## src/rtl/sqrt_arbiter.sv

```systemverilog
// Round-robin front end that shares one fixed-latency, non-stallable sqrt core
// among N_REQ requesters. Admission is credit-based, so no core result is ever dropped.
module sqrt_arbiter #(
    parameter int unsigned N_REQ = 4,
    parameter int unsigned LAT   = 17,
    parameter int unsigned DEPTH = 4,
    parameter int unsigned W     = 32
) (
    input  logic               clock,
    input  logic               reset,
    input  logic [N_REQ-1:0]   req_valid,
    output logic [N_REQ-1:0]   req_ready,
    input  logic [N_REQ*W-1:0] req_data,
    output logic [N_REQ-1:0]   resp_valid,
    input  logic [N_REQ-1:0]   resp_ready,
    output logic [N_REQ*W-1:0] resp_data,
    output logic [W-1:0]       sqrt_data_in,
    output logic               sqrt_data_valid,
    input  logic [W-1:0]       sqrt_data_out,
    input  logic               sqrt_data_ready,
    output logic               busy,
    output logic               err_desync,
    output logic [31:0]        issue_count
);

    localparam int unsigned IDW = (N_REQ > 1) ? $clog2(N_REQ) : 1;
    localparam int unsigned CW  = $clog2(DEPTH + 1);
    localparam int unsigned PW  = (DEPTH > 1) ? $clog2(DEPTH) : 1;

    logic [IDW-1:0]   ptr;
    logic [N_REQ-1:0] has_credit;
    logic [N_REQ-1:0] eligible;
    logic [N_REQ-1:0] grant_vec;
    logic [N_REQ-1:0] push;
    logic [N_REQ-1:0] pop;
    logic             grant_any;
    logic [IDW-1:0]   grant_id;
    int unsigned      search_idx;

    logic [LAT-1:0]   tag_valid;
    logic [IDW-1:0]   tag_id [LAT];
    logic             tail_valid;
    logic [IDW-1:0]   tail_id;

    assign eligible = req_valid & has_credit;

    // Search starts just after the last granted requester and wraps once around.
    always_comb begin
        grant_any  = 1'b0;
        grant_id   = '0;
        search_idx = 0;
        for (int unsigned j = 1; j <= N_REQ; j++) begin
            search_idx = 32'(ptr) + j;
            if (search_idx >= N_REQ) begin
                search_idx = search_idx - N_REQ;
            end
            if (!grant_any && eligible[IDW'(search_idx)]) begin
                grant_any = 1'b1;
                grant_id  = IDW'(search_idx);
            end
        end
    end

    always_comb begin
        grant_vec    = '0;
        sqrt_data_in = '0;
        for (int unsigned i = 0; i < N_REQ; i++) begin
            if (grant_any && (grant_id == IDW'(i))) begin
                grant_vec[i] = 1'b1;
                sqrt_data_in = req_data[i*W +: W];
            end
        end
    end

    assign req_ready       = grant_vec;
    assign sqrt_data_valid = grant_any;

    // Owner tags travel alongside the core so the last stage lines up with sqrt_data_ready.
    always_ff @(posedge clock) begin
        if (reset) begin
            tag_valid <= '0;
        end else begin
            tag_valid[0] <= grant_any;
            for (int unsigned s = 1; s < LAT; s++) begin
                tag_valid[s] <= tag_valid[s-1];
            end
        end
    end

    always_ff @(posedge clock) begin
        tag_id[0] <= grant_id;
        for (int unsigned s = 1; s < LAT; s++) begin
            tag_id[s] <= tag_id[s-1];
        end
    end

    assign tail_valid = tag_valid[LAT-1];
    assign tail_id    = tag_id[LAT-1];

    always_comb begin
        push = '0;
        pop  = '0;
        for (int unsigned i = 0; i < N_REQ; i++) begin
            push[i] = sqrt_data_ready && tail_valid && (tail_id == IDW'(i));
            pop[i]  = resp_valid[i] && resp_ready[i];
        end
    end

    always_ff @(posedge clock) begin
        if (reset) begin
            ptr         <= IDW'(N_REQ - 1);
            issue_count <= '0;
            err_desync  <= 1'b0;
        end else begin
            if (grant_any) begin
                ptr         <= grant_id;
                issue_count <= issue_count + 32'd1;
            end
            if (sqrt_data_ready != tail_valid) begin
                err_desync <= 1'b1;
            end
        end
    end

    for (genvar g = 0; g < N_REQ; g++) begin : g_req
        logic [W-1:0]  mem [DEPTH];
        logic [PW-1:0] rd_ptr;
        logic [PW-1:0] wr_ptr;
        logic [CW-1:0] count;
        logic [CW-1:0] credit;

        // Credits mirror free FIFO space not yet claimed by in-flight operands.
        always_ff @(posedge clock) begin
            if (reset) begin
                credit <= CW'(DEPTH);
                count  <= '0;
                rd_ptr <= '0;
                wr_ptr <= '0;
            end else begin
                if (grant_vec[g] && !pop[g]) begin
                    credit <= credit - CW'(1);
                end else if (pop[g] && !grant_vec[g]) begin
                    credit <= credit + CW'(1);
                end
                if (push[g] && !pop[g]) begin
                    count <= count + CW'(1);
                end else if (pop[g] && !push[g]) begin
                    count <= count - CW'(1);
                end
                if (push[g]) begin
                    wr_ptr <= (wr_ptr == PW'(DEPTH - 1)) ? '0 : wr_ptr + PW'(1);
                end
                if (pop[g]) begin
                    rd_ptr <= (rd_ptr == PW'(DEPTH - 1)) ? '0 : rd_ptr + PW'(1);
                end
            end
        end

        always_ff @(posedge clock) begin
            if (push[g]) begin
                mem[wr_ptr] <= sqrt_data_out;
            end
        end

        assign has_credit[g]       = (credit != '0);
        assign resp_valid[g]       = (count != '0);
        assign resp_data[g*W +: W] = mem[rd_ptr];
    end

    assign busy = (|tag_valid) || (|resp_valid);

endmodule
```

## config.mk

```make
export PLATFORM = sky130hd
export DESIGN_NAME = sqrt_arbiter
export DESIGN_NICKNAME = d
export VERILOG_FILES = /design/src/rtl/sqrt_arbiter.sv
export SDC_FILE = /design/constraint.sdc
export NUM_CORES = 1
export LEC_CHECK = 0
export CORE_MARGIN = 4
export CORE_UTILIZATION = 54
export CTS_CLUSTER_SIZE = 8
export DETAILED_ROUTE_END_ITERATION = 16
export GPL_TIMING_DRIVEN = 1
export HOLD_SLACK_MARGIN = 0.08
export PLACE_DENSITY_LB_ADDON = 0.1
export SYNTH_ARGS = -nofsm -noshare
export SYNTH_HDL_FRONTEND = slang
export SYNTH_SLANG_ARGS = --single-unit
```

## constraint.sdc

```tcl
create_clock -name clock -period 4.24 [get_ports clock]
set_input_delay 0.424 -clock clock [delete_from_list [all_inputs] [get_ports clock]]
set_output_delay 0.424 -clock clock [all_outputs]
set_load 0.03 [all_outputs]
```

==> metrics.txt <==
outcome completed; Num CTS Buffers 90; FMAX 263 MHz; largest cells by area after synthesis edfxtp_1 62%, mux4_2 12%, dfxtp_1 11%, ha_1 1.5%, a221o_1 1.3%; post-synthesis mux area share 12.0%; ys async rst share 0%; Initial DRC Count approximately 1000; Least-Margin Pin Slew ~1100 ps; GRT Resource Usage Total between 20% and 30%; P_leak between 10 and 15 nW; synthesis-to-layout area growth 27.9%; area share of fa/ha/maj cells after synthesis approximately 2.2%; worst-path fanout max 22; net count after synthesis about 1500; CTS Sinks 646; Nets between 1500 and 2000; largest family of logic cells by synthesized area multiplexers; Detail Route Antenna Nets 0; crit path time final between 3000 and 4000 ps; area of the die ~0.049 sq mm; max cap viols 0; Setup crit end kind primary output; Ys Warns 0; largest net degree at the start of global routing 53; Final Max Tran Viols 0; unrepaired setup endpoints after global routing false; cts hold-fix bufs 0; Synth Area in XOR/XNOR approximately 1.6%; Initial Util a little under three fifths; Post-synth EDFFs around 500; CTS tree done; Slew headroom a little over a quarter; worst min path class reg2reg; crit path kind reg2out; post-CTS sizing 0; share of layout cells above drive strength 1 between 10% and 20%; DP HPWL approximately 37000 um; Top Ports 374; Fin Clk Skew between 15 and 20 ps; placer congestion estimate 0.830; Critical Path RT roughly 3800 ps; top cell type's share of synthesized area 62.5%; Cell variety after synth 53; number of H-tree levels 3; Compound-Gate Fraction of Synth Area between 4 and 5%; # setup viols final 0; Fillers about 2800; register area share after synthesis around three quarters; final instance area ~0.031 sq mm; TNS Setup 0 ps; vias per cell between 5 and 6; area post-placement between 0.02 and 0.03 sq mm; drt pass-1 iters 5; register area 0.0181 sq mm; CORE AREA about 0.045 sq mm; multi-input logic area around 0.0062 sq mm; first-pass GRT wire length between 80000 and 90000 um; Root Driver clkbuf_16; worst hold-check slack between 300 and 400 ps; Final Hold Vio Count 0; period utilisation layout ~90%; postcts setup bufs 0; die width between 200 and 250 um; CP startpoint kind flip-flop; top-count cell post-synth edfxtp_1; PnR Total Power approximately 15 mW; Synth Flop Type edfxtp_1; total number of vias between 10000 and 15000; number of synthesized register bits 646; gr ovfl total 0; initial antenna violation count 2; Synth Area in Simple Gates between 4 and 5%; Avg Inst Size Synth 18.9 sq um; clock buffer depth 3; IO Port Bufs ~370; Crit path arrival time between 3000 and 4000 ps; final WL ~59000 um; Cells after Synth between 1000 and 1500; most common library cells after synthesis 512 x edfxtp_1, 134 x dfxtp_1, 128 x mux4_2; CTS clk-pin slew, worst paths approximately 50 ps; vias in the first global route between 10000 and 15000; Yosys top cell by area edfxtp_1; row cnt 77; Synth Cell Area between 0.02 and 0.025 sq mm; Peak supply drop ~0.00027 V; worst skew pair latency about 600 ps; die height between 200 and 250 um; DRC violations left 0; DR WL/cell around 25 um; Power Density approximately 460 mW/mm^2
[flip-flops by register name, summed over array words and instances, names as in the netlist, 8 cells and up, named ones only]
name          flops
g_req.credit     12
g_req.wr_ptr      8
tag_valid        17
g_req.rd_ptr      8
tag_id           34
g_req.count      12
g_req.mem       512
issue_count      32
[power by group]
part,internal [mW],switching [mW],total [mW]
combinational,0.530,0.654,1.18
sequential,6.96,0.0699,7.03
clock,3.91,2.43,6.34
total,11.4,3.16,14.5
[layout by cell type, fill, tap and decap left out, types with 27 or more instances in the layout]
cell / Yosys / routed
a21oi_1: 27 / 27
a221o_1: 32 / 32
a32o_1: 32 / 32
clkbuf_16: 0 / 92
clkdlybuf4s50_1: 0 / 372
dfxtp_1: 134 / 126
edfxtp_1: 512 / 512
ha_1: 30 / 30
inv_1: 32 / 32
mux4_2: 128 / 128
nor2_1: 75 / 75
[area by class of cell]
cell class,count,share of cell area [%]
Antenna cell,1,0.00795
Clock buffer,119,7.67
Clock inverter,5,0.199
Inverter,32,0.382
Tap cell,592,2.35
Sequential cell,646,57.4
Timing Repair Buffer,398,12.4
Multi-Input combinational cell,562,19.6
[layer usage]
layer | part of all wire, % | GRT usage, %
met5 | 0.022 | 0
met4 | 2.5 | 6.98
met3 | 8.1 | 7.08
met2 | 51 | 40.2
met1 | 39 | 30.2
[worst max-delay path, stage by stage (launching register included)]
cell	delay, ps
dfxtp_1	350
o31ai_4	420
nand2_1	180
a211o_1	330
o31ai_4	190
buf_4	390
a221o_1	190
clkdlybuf4s50_1	720
[cells by family (layout without fill, tap and decap cells)]
group / Yosys count / in the layout
AO/OA/AOI/OAI: 126 / 126
XOR/XNOR: 44 / 44
adder cells (fa/ha/maj): 38 / 38
buffers and inverters: 92 / 554
flip-flops: 646 / 646
multiplexers: 136 / 136
other: 0 / 1
AND/OR/NAND/NOR: 218 / 218
[through the flow]
step	std cells	utilization, %	worst slack, ps
after floorplan	1300	-	1020
after CTS	2354	70.6	399
after global routing	2355	70.6	255
final	2355	70.6	441
after global placement	2230	65.0	811
after detailed placement	2230	65.0	748
[worst paths after layout]
kind,from,end,slack (ps),depth (start not counted)
max,g_req[1].credit[2]$_SDFFE_PP1P_,sqrt_data_in[31],440,7
min,tag_id[0][4]$_DFF_P_,tag_id[0][6]$_DFF_P_,320,0
max reg2reg,g_req[3].credit[0]$_SDFFE_PP0P_,g_req[1].credit[2]$_SDFFE_PP1P_,970,11
min reg2reg,tag_id[0][4]$_DFF_P_,tag_id[0][6]$_DFF_P_,320,0
(Power assumes the default switching activity.)
